### src/rtl/srm_pkg.sv
// Shared Simple RISC Machine constants: opcodes, sub-ops,
// the HALT word and the encoder FSM state type.
package srm_pkg;

    localparam logic [2:0] OPC_MOV  = 3'b110;
    localparam logic [2:0] OPC_ALU  = 3'b101;
    localparam logic [2:0] OPC_LDR  = 3'b011;
    localparam logic [2:0] OPC_STR  = 3'b100;
    localparam logic [2:0] OPC_B    = 3'b001;
    localparam logic [2:0] OPC_BL   = 3'b010;
    localparam logic [2:0] OPC_HALT = 3'b111;

    localparam logic [1:0] ALU_ADD = 2'b00;
    localparam logic [1:0] ALU_CMP = 2'b01;
    localparam logic [1:0] ALU_AND = 2'b10;
    localparam logic [1:0] ALU_MVN = 2'b11;

    localparam logic [1:0] MOV_REG = 2'b00;
    localparam logic [1:0] MOV_IMM = 2'b10;
    localparam logic [1:0] BR_BX   = 2'b00;
    localparam logic [1:0] BR_BL   = 2'b11;
    localparam logic [1:0] OP_NONE = 2'b00;

    localparam logic [15:0] HALT_WORD = 16'hE000;

    typedef enum logic [1:0] {
        S_IDLE,
        S_WRITE,
        S_FULL,
        S_DONE
    } state_t;

    // imm fits signed 5-bit when the upper bits copy bit 4
    function automatic logic imm5_ok(input logic [7:0] imm);
        return imm[7:5] == {3{imm[4]}};
    endfunction

endpackage

### src/rtl/instruction_encoder_if.sv
// Field-tuple handshake plus instruction-memory write bus
// and status flags of the instruction encoder.
interface instruction_encoder_if #(
    parameter int ADDR_W = 8
);
    logic              in_valid;
    logic              in_ready;
    logic [2:0]        opcode;
    logic [1:0]        op;
    logic [2:0]        rn;
    logic [2:0]        rd;
    logic [2:0]        rm;
    logic [1:0]        shift;
    logic [2:0]        cond;
    logic [7:0]        imm;
    logic [ADDR_W-1:0] mem_addr;
    logic [15:0]       mem_din;
    logic              mem_write;
    logic [ADDR_W:0]   count;
    logic              err;
    logic              done;
    logic              full;

    modport master (
        output in_valid, opcode, op, rn, rd, rm,
        output shift, cond, imm,
        input  in_ready, mem_addr, mem_din, mem_write,
        input  count, err, done, full
    );

    modport slave (
        input  in_valid, opcode, op, rn, rd, rm,
        input  shift, cond, imm,
        output in_ready, mem_addr, mem_din, mem_write,
        output count, err, done, full
    );
endinterface

### src/rtl/instr_pack.sv
// Combinational packer: decoded fields to a 16-bit machine
// word plus a legality flag. Don't-care fields come out 0.
module instr_pack
    import srm_pkg::*;
(
    input  logic [2:0]  opcode,
    input  logic [1:0]  op,
    input  logic [2:0]  rn,
    input  logic [2:0]  rd,
    input  logic [2:0]  rm,
    input  logic [1:0]  shift,
    input  logic [2:0]  cond,
    input  logic [7:0]  imm,
    output logic [15:0] word,
    output logic        legal
);

    logic is_mov, is_alu, is_ldr, is_str;
    logic is_b, is_bl, is_halt, i5;

    assign is_mov  = opcode == OPC_MOV;
    assign is_alu  = opcode == OPC_ALU;
    assign is_ldr  = opcode == OPC_LDR;
    assign is_str  = opcode == OPC_STR;
    assign is_b    = opcode == OPC_B;
    assign is_bl   = opcode == OPC_BL;
    assign is_halt = opcode == OPC_HALT;
    assign i5      = imm5_ok(imm);

    always_comb begin
        word  = '0;
        legal = 1'b0;
        unique case (1'b1)
            is_mov && op == MOV_IMM: begin
                word  = {OPC_MOV, MOV_IMM, rn, imm};
                legal = 1'b1;
            end
            is_mov && op == MOV_REG: begin
                word  = {OPC_MOV, MOV_REG, 3'b000, rd, shift, rm};
                legal = 1'b1;
            end
            is_alu && (op == ALU_ADD || op == ALU_AND): begin
                word  = {OPC_ALU, op, rn, rd, shift, rm};
                legal = 1'b1;
            end
            is_alu && op == ALU_CMP: begin
                word  = {OPC_ALU, ALU_CMP, rn, 3'b000, shift, rm};
                legal = 1'b1;
            end
            is_alu && op == ALU_MVN: begin
                word  = {OPC_ALU, ALU_MVN, 3'b000, rd, shift, rm};
                legal = 1'b1;
            end
            is_ldr && op == OP_NONE && i5: begin
                word  = {OPC_LDR, OP_NONE, rn, rd, imm[4:0]};
                legal = 1'b1;
            end
            is_str && op == OP_NONE && i5: begin
                word  = {OPC_STR, OP_NONE, rn, rd, imm[4:0]};
                legal = 1'b1;
            end
            is_b && op == OP_NONE: begin
                word  = {OPC_B, OP_NONE, cond, imm};
                legal = 1'b1;
            end
            is_bl && op == BR_BL: begin
                word  = {OPC_BL, BR_BL, 3'b111, imm};
                legal = 1'b1;
            end
            is_bl && op == BR_BX: begin
                word  = {OPC_BL, BR_BX, 3'b000, rd, 5'b00000};
                legal = 1'b1;
            end
            is_halt && op == OP_NONE: begin
                word  = HALT_WORD;
                legal = 1'b1;
            end
            default: ;
        endcase
    end

endmodule

### src/rtl/instruction_encoder.sv
// Accepts field tuples, packs them and writes the words to
// consecutive instruction-memory addresses until full or HALT.
module instruction_encoder
    import srm_pkg::*;
#(
    parameter int ADDR_W = 8
) (
    input  logic clk,
    input  logic reset_n,
    input  logic clear,
    instruction_encoder_if.slave bus
);

    localparam logic [ADDR_W-1:0] LAST = '1;

    state_t            state;
    logic              ready_q;
    logic [ADDR_W-1:0] addr_q;
    logic [15:0]       din_q;
    logic              wr_q;
    logic [ADDR_W:0]   count_q;
    logic              err_q;
    logic              done_q;
    logic              full_q;
    logic [15:0]       word;
    logic              legal;
    logic              accept;

    instr_pack u_pack (
        .opcode (bus.opcode),
        .op     (bus.op),
        .rn     (bus.rn),
        .rd     (bus.rd),
        .rm     (bus.rm),
        .shift  (bus.shift),
        .cond   (bus.cond),
        .imm    (bus.imm),
        .word   (word),
        .legal  (legal)
    );

    // clear must block acceptance in the same cycle
    assign bus.in_ready  = ready_q & ~clear;
    assign accept        = bus.in_valid & bus.in_ready;
    assign bus.mem_addr  = addr_q;
    assign bus.mem_din   = din_q;
    assign bus.mem_write = wr_q;
    assign bus.count     = count_q;
    assign bus.err       = err_q;
    assign bus.done      = done_q;
    assign bus.full      = full_q;

    always_ff @(posedge clk or negedge reset_n) begin
        if (!reset_n) begin
            state   <= S_IDLE;
            ready_q <= 1'b1;
            addr_q  <= '0;
            din_q   <= '0;
            wr_q    <= 1'b0;
            count_q <= '0;
            err_q   <= 1'b0;
            done_q  <= 1'b0;
            full_q  <= 1'b0;
        end else if (clear) begin
            state   <= S_IDLE;
            ready_q <= 1'b1;
            addr_q  <= '0;
            wr_q    <= 1'b0;
            count_q <= '0;
            err_q   <= 1'b0;
            done_q  <= 1'b0;
            full_q  <= 1'b0;
        end else begin
            unique case (state)
                S_IDLE: begin
                    if (accept && legal) begin
                        din_q   <= word;
                        wr_q    <= 1'b1;
                        ready_q <= 1'b0;
                        state   <= S_WRITE;
                    end else if (accept) begin
                        err_q <= 1'b1;
                    end
                end
                S_WRITE: begin
                    wr_q    <= 1'b0;
                    count_q <= count_q + 1'b1;
                    if (din_q == HALT_WORD) begin
                        done_q <= 1'b1;
                        full_q <= addr_q == LAST;
                        state  <= S_DONE;
                    end else if (addr_q == LAST) begin
                        full_q <= 1'b1;
                        state  <= S_FULL;
                    end else begin
                        addr_q  <= addr_q + 1'b1;
                        ready_q <= 1'b1;
                        state   <= S_IDLE;
                    end
                end
                S_FULL: ;
                S_DONE: ;
            endcase
        end
    end

endmodule

### src/flat_wrapper.sv
// flat-port wrapper written by rule: the top's interface ports become plain ports
module instruction_encoder_flat import srm_pkg::*;
#(
    parameter int ADDR_W = 8
)
  (clk, reset_n, clear, bus_in_valid, bus_opcode, bus_op, bus_rn, bus_rd, bus_rm, bus_shift, bus_cond, bus_imm, bus_in_ready, bus_mem_addr, bus_mem_din, bus_mem_write, bus_count, bus_err, bus_done, bus_full);
  instruction_encoder_if #(.ADDR_W(ADDR_W)) bus_i ();
  input  logic clk;
  input  logic reset_n;
  input  logic clear;
  input wire logic [$bits(bus_i.in_valid)-1:0] bus_in_valid;
  input wire logic [$bits(bus_i.opcode)-1:0] bus_opcode;
  input wire logic [$bits(bus_i.op)-1:0] bus_op;
  input wire logic [$bits(bus_i.rn)-1:0] bus_rn;
  input wire logic [$bits(bus_i.rd)-1:0] bus_rd;
  input wire logic [$bits(bus_i.rm)-1:0] bus_rm;
  input wire logic [$bits(bus_i.shift)-1:0] bus_shift;
  input wire logic [$bits(bus_i.cond)-1:0] bus_cond;
  input wire logic [$bits(bus_i.imm)-1:0] bus_imm;
  output wire logic [$bits(bus_i.in_ready)-1:0] bus_in_ready;
  output wire logic [$bits(bus_i.mem_addr)-1:0] bus_mem_addr;
  output wire logic [$bits(bus_i.mem_din)-1:0] bus_mem_din;
  output wire logic [$bits(bus_i.mem_write)-1:0] bus_mem_write;
  output wire logic [$bits(bus_i.count)-1:0] bus_count;
  output wire logic [$bits(bus_i.err)-1:0] bus_err;
  output wire logic [$bits(bus_i.done)-1:0] bus_done;
  output wire logic [$bits(bus_i.full)-1:0] bus_full;
  assign bus_i.in_valid = bus_in_valid;
  assign bus_i.opcode = bus_opcode;
  assign bus_i.op = bus_op;
  assign bus_i.rn = bus_rn;
  assign bus_i.rd = bus_rd;
  assign bus_i.rm = bus_rm;
  assign bus_i.shift = bus_shift;
  assign bus_i.cond = bus_cond;
  assign bus_i.imm = bus_imm;
  assign bus_in_ready = bus_i.in_ready;
  assign bus_mem_addr = bus_i.mem_addr;
  assign bus_mem_din = bus_i.mem_din;
  assign bus_mem_write = bus_i.mem_write;
  assign bus_count = bus_i.count;
  assign bus_err = bus_i.err;
  assign bus_done = bus_i.done;
  assign bus_full = bus_i.full;
  instruction_encoder #(.ADDR_W(ADDR_W)) u_core (.clk(clk), .reset_n(reset_n), .clear(clear), .bus(bus_i));
endmodule
### config.mk
export PLATFORM = sky130hd
export DESIGN_NAME = instruction_encoder_flat
export DESIGN_NICKNAME = d
export VERILOG_FILES = /design/src/rtl/srm_pkg.sv /design/src/rtl/instruction_encoder_if.sv /design/src/rtl/instr_pack.sv /design/src/rtl/instruction_encoder.sv /design/src/flat_wrapper.sv
export SDC_FILE = /design/constraint.sdc
export NUM_CORES = 1
export LEC_CHECK = 0
export ABC_AREA = 1
export CORE_ASPECT_RATIO = 0.6
export CORE_MARGIN = 2
export CORE_UTILIZATION = 50
export DETAILED_ROUTE_END_ITERATION = 16
export DONT_BUFFER_PORTS = 1
export SLEW_MARGIN = 20
export SYNTH_ARGS = -nofsm -noshare
export SYNTH_HDL_FRONTEND = slang
export SYNTH_SLANG_ARGS = --single-unit
### constraint.sdc
create_clock -name clk -period 2.1 [get_ports clk]
set_input_delay 0.105 -clock clk [delete_from_list [all_inputs] [get_ports clk]]
set_output_delay 0.105 -clock clk [all_outputs]
set_load 0.01 [all_outputs]
==> results.yml, run 1 <==
worst_setup_path:
  setup.worst_path.start_class: "register"
  path_max_fanout: 8
  path_common_cell: "nand2_1"
  reg2reg_slack_ps: 350
  worstPathArrival_ps: 1940
  worstPathRequired_ps: 2280
  r2r_cells: 10
  crit_family: "simple AND/OR/NAND/NOR gates"
  critPathCaptureType: "register"
  r2r_end: "u_core.bus.mem_addr[4]"
  critPathMaxStageDelay_ps: 450
  r2r-start: "u_core.bus.mem_addr[1]"
  path_class: "register to register"
  cp_num_buf_inv: 1
  crit_chain: "ha_1, nand2_1, nor3_2, and3_1, nor2_2, nand2_2, nand2_4, inv_2, nand2_1, nand2_1"
  cpMaxStageDelayCell: "dfrtp_1"
layout:
  syn2layout_area_growth_pct: 9.38
  fillerInstances: 432
  layout-drive-gt1-share_pct: 19.9
  nets: 364
  multi_input_area_um2: 1240
  final_cell_area_um2: 2640
  ff_latch_area_um2: 1000
  antennaDiodeCount: 0
floorplanning:
  die_h_um: 57.8
  io_pins: 69
  die_area_um2: 5420
  core_area_um2: 4610
  initial_core_util_pct: 52.4
  rows: 19
  die_x_um: 93.7
sta:
  setup_tns_ps: 0
  setup_viol: 0
  skew_ps: 6.77
  fmax_mhz: 571
  slew_viol_final: 0
  worst_slew_pin_slew_ps: 530
  period_needed_ps: 1750
  hold-worst-slack_ps: 13.6
  final_hold_viol_count: 0
  grt_setup_unrepaired: "false"
  slew_headroom_pct: 64.6
  fin_crit_sh_pct: 83.4
power:
  power_density_nw_per_um2: 711
  ir_drop_mv: 0.429
  p_leak_nw: 1.36
cts:
  clock-sinks: 40
  clkTransAtPathRegs_ps: 70
  cts_root_buffer: "clkbuf_8"
  cts_setup_buffers: 0
  cts_buffers: 5
  cts_tree: "built"
  clockBufferDepth: 2
  h-tree-depth: 2
  clk_latency_ps: 290
drt:
  wl_per_cell_um: 14.2
  wirelength_um: 5610
  detailedRoute.firstIterationViolations: 113
  drc_errors: 0
  antenna_left: 0
  routed_via_density: 5.22
  vias: 2060
  dr.pass1.iters: 4
synth:
  synth-simple-area-share_pct: 37.5
  yosys.area.top_type_share_pct: 40.4
  syn_nets: 355
  synth_edf_count: 0
  seq_area_frac_synth_pct: 41.5
  synth_top_family_by_area: "simple AND/OR/NAND/NOR gates"
  synth_common_cells: "nand2_1 (104), dfrtp_1 (39), nor2_1 (29)"
  yosys_warnings: 0
  synth.most_common_cell: "nand2_1"
  ys.flop_type: "dfrtp_1"
  yosys.area_share.adder_pct: 1.04
  ys_ff_latch: 40
  yosysTopAreaCell: "dfrtp_1"
  synthMuxAreaShare_pct: 0
  syn_avg_cell_area_um2: 7.50
  synth-async-reset-ratio_pct: 100
  synth_cell_types: 37
  synthesis.area_um2: 2410
  synth_compound_area_share_pct: 10.8
  synth_xor_area_share_pct: 1.81
  synthTopCellsByArea: "dfrtp_1 (40%), nand2_1 (16%), nand2_2 (5.4%), nor2_1 (4.5%), o21ai_0 (3.5%)"
  synthCells: 322
min_path:
  hold_path_end: "u_core.bus.mem_din[7]"
  holdPathStages: 4
  hp-class: "input port to register"
  min-delay-start: "bus_rd[2]"
job:
  maxCapViolCount: 0
grt:
  antenna_found_initial: 0
  track_usage_pct: 22.5
  grt_pass1_wl_um: 9430
  grt_max_degree: 41
  grt_pass1_vias: 1897
  grt-ovfl-total: 0
placed_design:
  place_hpwl_um: 4300
  gp_congestion: 0.917
  placed_area_um2: 2440
  io_buffers: 0
status:
  outcome: "finished, final reports clean"
[worst min-delay path: cells and delay by family]
family           cells  cell delay [ps]
and+or+nand+nor      4              160
[layout by cell type, fill, tap and decap left out, types with 2 or more instances in the layout]
cell and instances:
clkbuf_8 7, a21oi_1 10, nand2_4 2, clkinv_1 2
nand2_2 21, nand3_1 12, dfrtp_1 39, nor2_2 9
ha_1 2, o21ai_1 5, o21ai_2 7, nand4_1 5
xor2_1 4, o21ai_0 17, nor3_1 4, inv_2 11
dlygate4sd3_1 5, inv_1 19, nand2_1 104, nor2_1 29
[per-layer routing]
layer / global-route usage [%] / vias up / share of wire (%)
met1: 35.5 / 938 / 53
met5: 0 / - / 0
met4: 6.83 / 0 / 1.2
met2: 27.9 / 72 / 36
li1: - / 1044 / -
met3: 8.71 / 6 / 9.7
[kinds of logic (layout without fill, tap and decap cells)]
logic type	after synthesis	in the layout
adders and majority gates	2	2
buffers and inverters	37	47
xor gates and xnor gates	5	5
AOI/OAI and AO/OA	44	44
DFF	40	40
and+or+nand+nor	194	194
[registers in the layout, indices dropped and copies added, names as in the netlist]
name and count:
u_core.bus.count 9, u_core.bus.done 1, u_core.bus.err 1, u_core.bus.full 1, u_core.bus.mem_addr 8, u_core.bus.mem_din 16, u_core.bus.mem_write 1, u_core.ready_q 1
u_core.state 2
[report_power, final]
group | switching (mW) | leakage [nW] | internal (mW)
clock | 0.262 | 0.0645 | 0.419
combinational | 0.149 | 0.749 | 0.104
sequential | 0.110 | 0.547 | 0.836
total | 0.520 | 1.36 | 1.36
[final cells by class]
| type | instances | share of cell area [%] |
|---|---|---|
| flip-flops and latches | 40 | 37.9 |
| well taps | 63 | 2.98 |
| repair buffers | 7 | 2.94 |
| clock buffers | 7 | 3.65 |
| inverters | 32 | 4.55 |
| clock inverters | 1 | 1.14 |
| multi-input cells | 245 | 46.8 |
[what timing repair did]
item | in CTS | in global routing
gates resized for setup | 0 | 0
endpoints found under the hold margin | 49 | 0
hold buffers | 6 | 0
[per-stage QoR]
step / instances / worst slack, ps / power [mW] / util [%]
3_3_place_gp: 381 / 395 / 1.18 / 53.0
6_report: 395 / 349 / 1.88 / 57.3
2_1_floorplan: 322 / 551 / 1.14 / -
3_5_place_dp: 381 / 356 / 1.19 / 53.0
5_1_grt: 395 / 176 / 1.98 / 57.3
4_1_cts: 395 / 326 / 1.91 / 57.3
[worst max path at each step]
stage                                 from                      to  slack, ps  depth (start not counted)
floorplan           u_core.bus.mem_addr[0]  u_core.bus.mem_addr[2]        550                         10
global placement            u_core.ready_q   u_core.bus.mem_din[5]        400                          8
detailed placement          u_core.ready_q   u_core.bus.mem_din[4]        360                          8
CTS                         u_core.ready_q   u_core.bus.mem_din[4]        330                          8
global route        u_core.bus.mem_addr[1]  u_core.bus.mem_addr[3]        180                         10
finish              u_core.bus.mem_addr[1]  u_core.bus.mem_addr[4]        350                         10
Note: power is estimated with default switching activity, not from simulation.
==> run 2, diff against run 1 <==
ABC_AREA = 0   (was 1)
clock period = 1.7 ns   (was 2.1 ns; I/O delays follow)
==> run 2 against run 1 <==
Compared with the run above:
- the run now ends with hold timing left
- combinational power is 150% higher
- sequential power up 22%
- clock skew is 1.4 ps lower
- first-iteration DRC count down 7.1%
- area after synthesis down 1.0%
- cell area up 16%
==> results.yml, run 2 <==
layout:
  fillerInstances: 379
  multi_input_area_um2: 1340
  antennaDiodeCount: 0
  nets: 335
  final_cell_mix: "buf_4 (44), dfrtp_1 (38), nor2_1 (25)"
  final_core_util_pct: 67.0
  ff_latch_area_um2: 1000
  largest_register_ffs: 16
  syn2layout_area_growth_pct: 28.7
  final_common_cell: "buf_4"
  layout-drive-gt1-share_pct: 28.4
placed_design:
  gp_congestion: 0.878
  place_hpwl_um: 4600
  io_buffers: 0
synth:
  yosys.area.top_type_share_pct: 40.8
  synthesis.area_um2: 2390
  synth-async-reset-ratio_pct: 100
  syn_nets: 284
  synth_edf_count: 0
  ys_ff_latch: 40
  yosys_warnings: 0
  syn_avg_cell_area_um2: 9.52
  synthTopCellsByArea: "dfrtp_1 (41%), xnor2_1 (4.4%), nor2_1 (4.1%), a21oi_1 (4.0%), a2bb2oi_2 (3.1%)"
  synth_common_cells: "dfrtp_1 (39), nor2_1 (26), a21oi_1 (19)"
  synth_cell_types: 51
  yosysTopAreaCell: "dfrtp_1"
  ys.flop_type: "dfrtp_1"
  seq_area_frac_synth_pct: 41.9
  synth.most_common_cell: "dfrtp_1"
  synthCells: 251
floorplanning:
  die_x_um: 93.3
  die_area_um2: 5370
  initial_core_util_pct: 52.1
  rows: 19
  io_pins: 69
  die_h_um: 57.6
  core_area_um2: 4590
power:
  ir_drop_mv: 0.580
  power_density_nw_per_um2: 831
  p_leak_nw: 1.29
  finalPower_mw: 2.55
grt:
  track_usage_pct: 25.0
  grt-ovfl-total: 0
  antenna_found_initial: 0
  grt_pass1_vias: 2022
  grt_pass1_wl_um: 10300
  grt_max_degree: 41
worst_setup_path:
  path_max_fanout: 4
  r2r_end: "u_core.bus.mem_din[13]"
  critPathCaptureType: "register"
  path_class: "register to register"
  setup.worst_path.start_class: "register"
  worstPathArrival_ps: 1840
  r2r_cells: 5
  r2r-start: "u_core.ready_q"
  reg2reg_slack_ps: 40
  worstPathRequired_ps: 1880
cts:
  clockBufferDepth: 2
  clk_latency_ps: 290
  clock-sinks: 40
  h-tree-depth: 2
  cts_root_buffer: "clkbuf_8"
  cts_tree: "built"
  cts_hold_buf: 11
  cts_buffers: 5
  clkTransAtPathRegs_ps: 80
sta:
  setup_viol: 0
  final_hold_viol_count: 23
  fin_crit_sh_pct: 97.9
  slew_headroom_pct: 37.9
  grt_setup_unrepaired: "true"
  hold-worst-slack_ps: -151
  period_needed_ps: 1660
  fmax_mhz: 601
  skew_ps: 5.33
  slew_viol_final: 0
  setup_tns_ps: 0
  worst_slew_pin_slew_ps: 918
status:
  outcome: "complete, but fails checks"
  violations: "hold timing"
drt:
  antenna_left: 0
  routed_via_density: 5.75
  vias: 2105
  detailedRoute.firstIterationViolations: 105
  drc_errors: 0
  wirelength_um: 6200
  wl_per_cell_um: 16.9
  dr.pass1.iters: 4
min_path:
  holdPathStages: 1
  hold_path_end: "u_core.state[1]"
  hp-class: "input port to register"
  min-delay-start: "clear"
job:
  maxCapViolCount: 0
-- run 2: cell types whose count changed in the layout (fill, tap and decap cells not counted), moves of 6 or more --
cell and delta:
mux2_4 +6, o211ai_1 +9, buf_4 +43, xnor2_1 +11, o21ai_2 -6, nand2_2 -21, mux2i_1 +6, nor2_2 -7
a21oi_1 +9, inv_2 -11, nand2_1 -92, inv_1 -8
-- run 2: what timing repair did --
action / 4_1_cts / 5_1_grt
buffers inserted: 2 / 0
resized for setup: 4 / 18
cloned: 0 / 0
endpoints found under the setup margin: 20 / 22
endpoints found under the hold margin: 72 / 23
pin swaps: 0 / 4
-- run 2: how the worst max path moves through the flow --
stage	from	endpoint	slack, ps
after global placement	u_core.bus.mem_din[1]	u_core.bus.mem_addr[6]	-60
after CTS	u_core.bus.mem_din[1]	u_core.bus.mem_addr[7]	4
final	u_core.ready_q	u_core.bus.mem_din[13]	40
after detailed placement	u_core.bus.mem_din[1]	u_core.bus.mem_addr[5]	-70
after global routing	u_core.bus.mem_din[7]	u_core.bus.mem_addr[4]	-50
after floorplan	u_core.ready_q	u_core.bus.mem_din[13]	-90
-- run 2: cell families (layout without fill, tap and decap cells) --
family                     count (synthesis)  in the layout  synth area share (%)
DFF                                       40             40                  41.9
buffers and inverters                     26             78                  4.82
muxes                                     12             12                  5.34
xor gates and xnor gates                  17             17                  6.23
adders and majority gates                  2              2                  1.05
AOI/OAI and AO/OA                         65             65                  19.9
and+or+nand+nor                           89             89                  20.7
-- run 2: stage by stage --
step                hold WS, ps  setup WS (ps)  std cells  instance area (um^2)
global route               -171          -50.8        366                  3080
floorplan                  -211          -87.3        251                  2390
detailed placement         -210          -66.4        345                  2740
global placement           -210          -62.7        345                  2740
finish                     -151           35.9        366                  3080
CTS                        -164           4.23        366                  3010
-- run 2: cell type report --
| type | instances | share of cell area, % |
|---|---|---|
| Clock inverter | 3 | 1.38 |
| Tap cell | 63 | 2.56 |
| Sequential cell | 40 | 32.6 |
| Timing Repair Buffer | 59 | 16.2 |
| Multi-Input combinational cell | 185 | 43.6 |
| Clock buffer | 5 | 2.24 |
| Inverter | 11 | 1.34 |
-- run 2: metal layers --
metal  up-vias  global-route usage, %  share of wire (%)
li1       1015                      -                  -
met1       989                   39.7                 51
met2        97                   31.9                 37
met3         4                   9.38                 11
met4         0                   5.04               0.52
met5         -                      0                  0
-- run 2: power breakdown --
part           internal (mW)  leakage (nW)  switching (mW)
logic                  0.353         0.706           0.278
registers               1.06         0.533          0.0965
clock network          0.434        0.0541           0.335
total                   1.84          1.29           0.710
-- run 2: critical path, stage by stage, from the launching register on --
cell and delay [ps]:
dfstp_2 530, and4bb_2 240, nor2b_4 140, a21boi_4 200
buf_6 150, mux2_4 290
==> run 3, diff against run 2 <==
--- a/config.mk
+++ b/config.mk
@@ -12,4 +12,5 @@
 export DETAILED_ROUTE_END_ITERATION = 16
 export DONT_BUFFER_PORTS = 1
+export PLACE_DENSITY_LB_ADDON = 0.12
 export SLEW_MARGIN = 20
 export SYNTH_ARGS = -nofsm -noshare
==> constraint.sdc (replaced) <==
create_clock -name clk -period 1.7 [get_ports clk]
set_input_delay 0.425 -clock clk [delete_from_list [all_inputs] [get_ports clk]]
set_output_delay 0.425 -clock clk [all_outputs]
set_load 0.01 [all_outputs]
==> run 3 against run 2 <==
Compared with the run above:
- the run ends with setup timing left
- clock power grew 2%
- flip-flop and latch count is the same
- maximum frequency shrank 5.0%
==> results.yml, run 3 (synthesis results as in run 2) <==
floorplanning:
  initial_core_util_pct: 52.1
  io_pins: 69
  die_area_um2: 5370
  die_x_um: 93.3
  rows: 19
  die_h_um: 57.6
  core_area_um2: 4590
drt:
  dr.pass1.iters: 4
  drc_errors: 0
  routed_via_density: 5.69
  vias: 2065
  wirelength_um: 6310
  detailedRoute.firstIterationViolations: 138
  antenna_left: 0
  wl_per_cell_um: 17.4
cts:
  clock-sinks: 40
  clockBufferDepth: 2
  h-tree-depth: 2
  clk_latency_ps: 290
  clkTransAtPathRegs_ps: 90
  cts_tree: "built"
  cts_root_buffer: "clkbuf_8"
  cts_buffers: 5
placed_design:
  dp.cells: 351
  place_hpwl_um: 4780
  gp_congestion: 0.909
  io_buffers: 0
  dp_slack_ps: -246
  placed_area_um2: 2790
min_path:
  hp-class: "input port to register"
  holdPathStages: 1
layout:
  ff_latch_area_um2: 1000
  fillerInstances: 362
  layout-drive-gt1-share_pct: 31.0
  antennaDiodeCount: 0
  final_cell_mix: "buf_4 (52), dfrtp_1 (39), nor2_1 (26)"
  nets: 332
  largest_register_ffs: 16
  final_core_util_pct: 66.2
  multi_input_area_um2: 1350
  final_common_cell: "buf_4"
  syn2layout_area_growth_pct: 27.1
  final_cells: 363
  final_cell_area_um2: 3040
power:
  pwr-share-seq_pct: 45.1
  ir_drop_mv: 0.476
  p_leak_nw: 1.28
  pwr-share-comb_pct: 24.5
  internal_power_mw: 1.84
  p_sw_share_pct: 28.6
  pwr-share-clk_pct: 30.5
  power.switching_mw: 0.737
  finalPower_mw: 2.57
  power_density_nw_per_um2: 847
sta:
  grt_setup_unrepaired: "true"
  slew_headroom_pct: 69.1
  fmax_mhz: 571
  slew_viol_final: 0
  fin_crit_sh_pct: 103
  setup_viol: 6
  skew_ps: 8.39
  final_hold_viol_count: 0
  setup_tns_ps: -280
  worst_slew_pin_slew_ps: 460
  setup_slack_ps: -52.2
  period_needed_ps: 1750
  hold-worst-slack_ps: 182
worst_setup_path:
  r2r_cells: 5
  critPathMaxStageDelay_ps: 540
  path_class: "register to register"
  path_max_fanout: 9
  worstPathRequired_ps: 1880
  cpMaxStageDelayCell: "dfstp_2"
  worstPathArrival_ps: 1930
  critPathCaptureType: "register"
  setup.worst_path.start_class: "register"
  crit_chain: "and4bb_2, nor2b_4, a21boi_4, buf_12, mux2_2"
grt:
  antenna_found_initial: 0
  grt-ovfl-total: 0
  grt_pass1_wl_um: 10300
  grt_max_degree: 41
  grt_pass1_vias: 2013
  track_usage_pct: 25.2
status:
  violations: "setup timing"
  outcome: "complete, but fails checks"
job:
  maxCapViolCount: 0
-- run 3: cell type report --
cell class	instances	area share, %
well taps	63	2.59
repair buffers	56	15.0
flip-flops and latches	40	33.0
clock buffers	5	2.27
multi-input cells	185	44.4
inverters	11	1.36
clock inverters	3	1.40
-- run 3: repair_timing --
action,4_1_cts,5_1_grt
setup endpoints to repair,24,22
endpoints found under the hold margin,40,0
hold buffers,2,0
gates resized for setup,5,12
pin swaps,0,1
buffers inserted,1,1
-- run 3: layer usage --
layer	global-route usage (%)	wire, um	part of all wire (%)
met1	40.1	3230	51
met2	32.7	2410	38
met3	7.93	590	9.4
met4	6.51	74	1.2
met5	0	0	0
-- run 3: power groups by stage --
stage	clock network (mW)	registers, mW	logic [mW]
final	0.784	1.16	0.629
after CTS	0.798	1.13	0.604
after detailed placement	0	1.15	0.564
after global placement	0	1.15	0.556
after global routing	0.839	1.17	0.682
after floorplan	0	1.20	0.265
-- run 3: worst max-delay path, delay by kind of cell, from the launching register on --
kind / cells / cell delay, ps
AOI/OAI and AO/OA: 1 / 210
buffers and inverters: 1 / 150
DFF: 1 / 540
muxes: 1 / 320
and+or+nand+nor: 2 / 420
-- run 3: path summary, 6_finish.rpt --
| path | startpoint | to | slack [ps] |
|---|---|---|---|
| max | u_core.ready_q | u_core.bus.mem_din[5] | -50 |
| min | clear | u_core.bus.count[7] | 180 |
| max reg2reg | u_core.ready_q | u_core.bus.mem_din[5] | -50 |
| min reg2reg | u_core.ready_q | u_core.ready_q | 550 |
| max in group asynchronous | reset_n | u_core.ready_q | 830 |
| min in group asynchronous | reset_n | u_core.bus.mem_addr[5] | 620 |
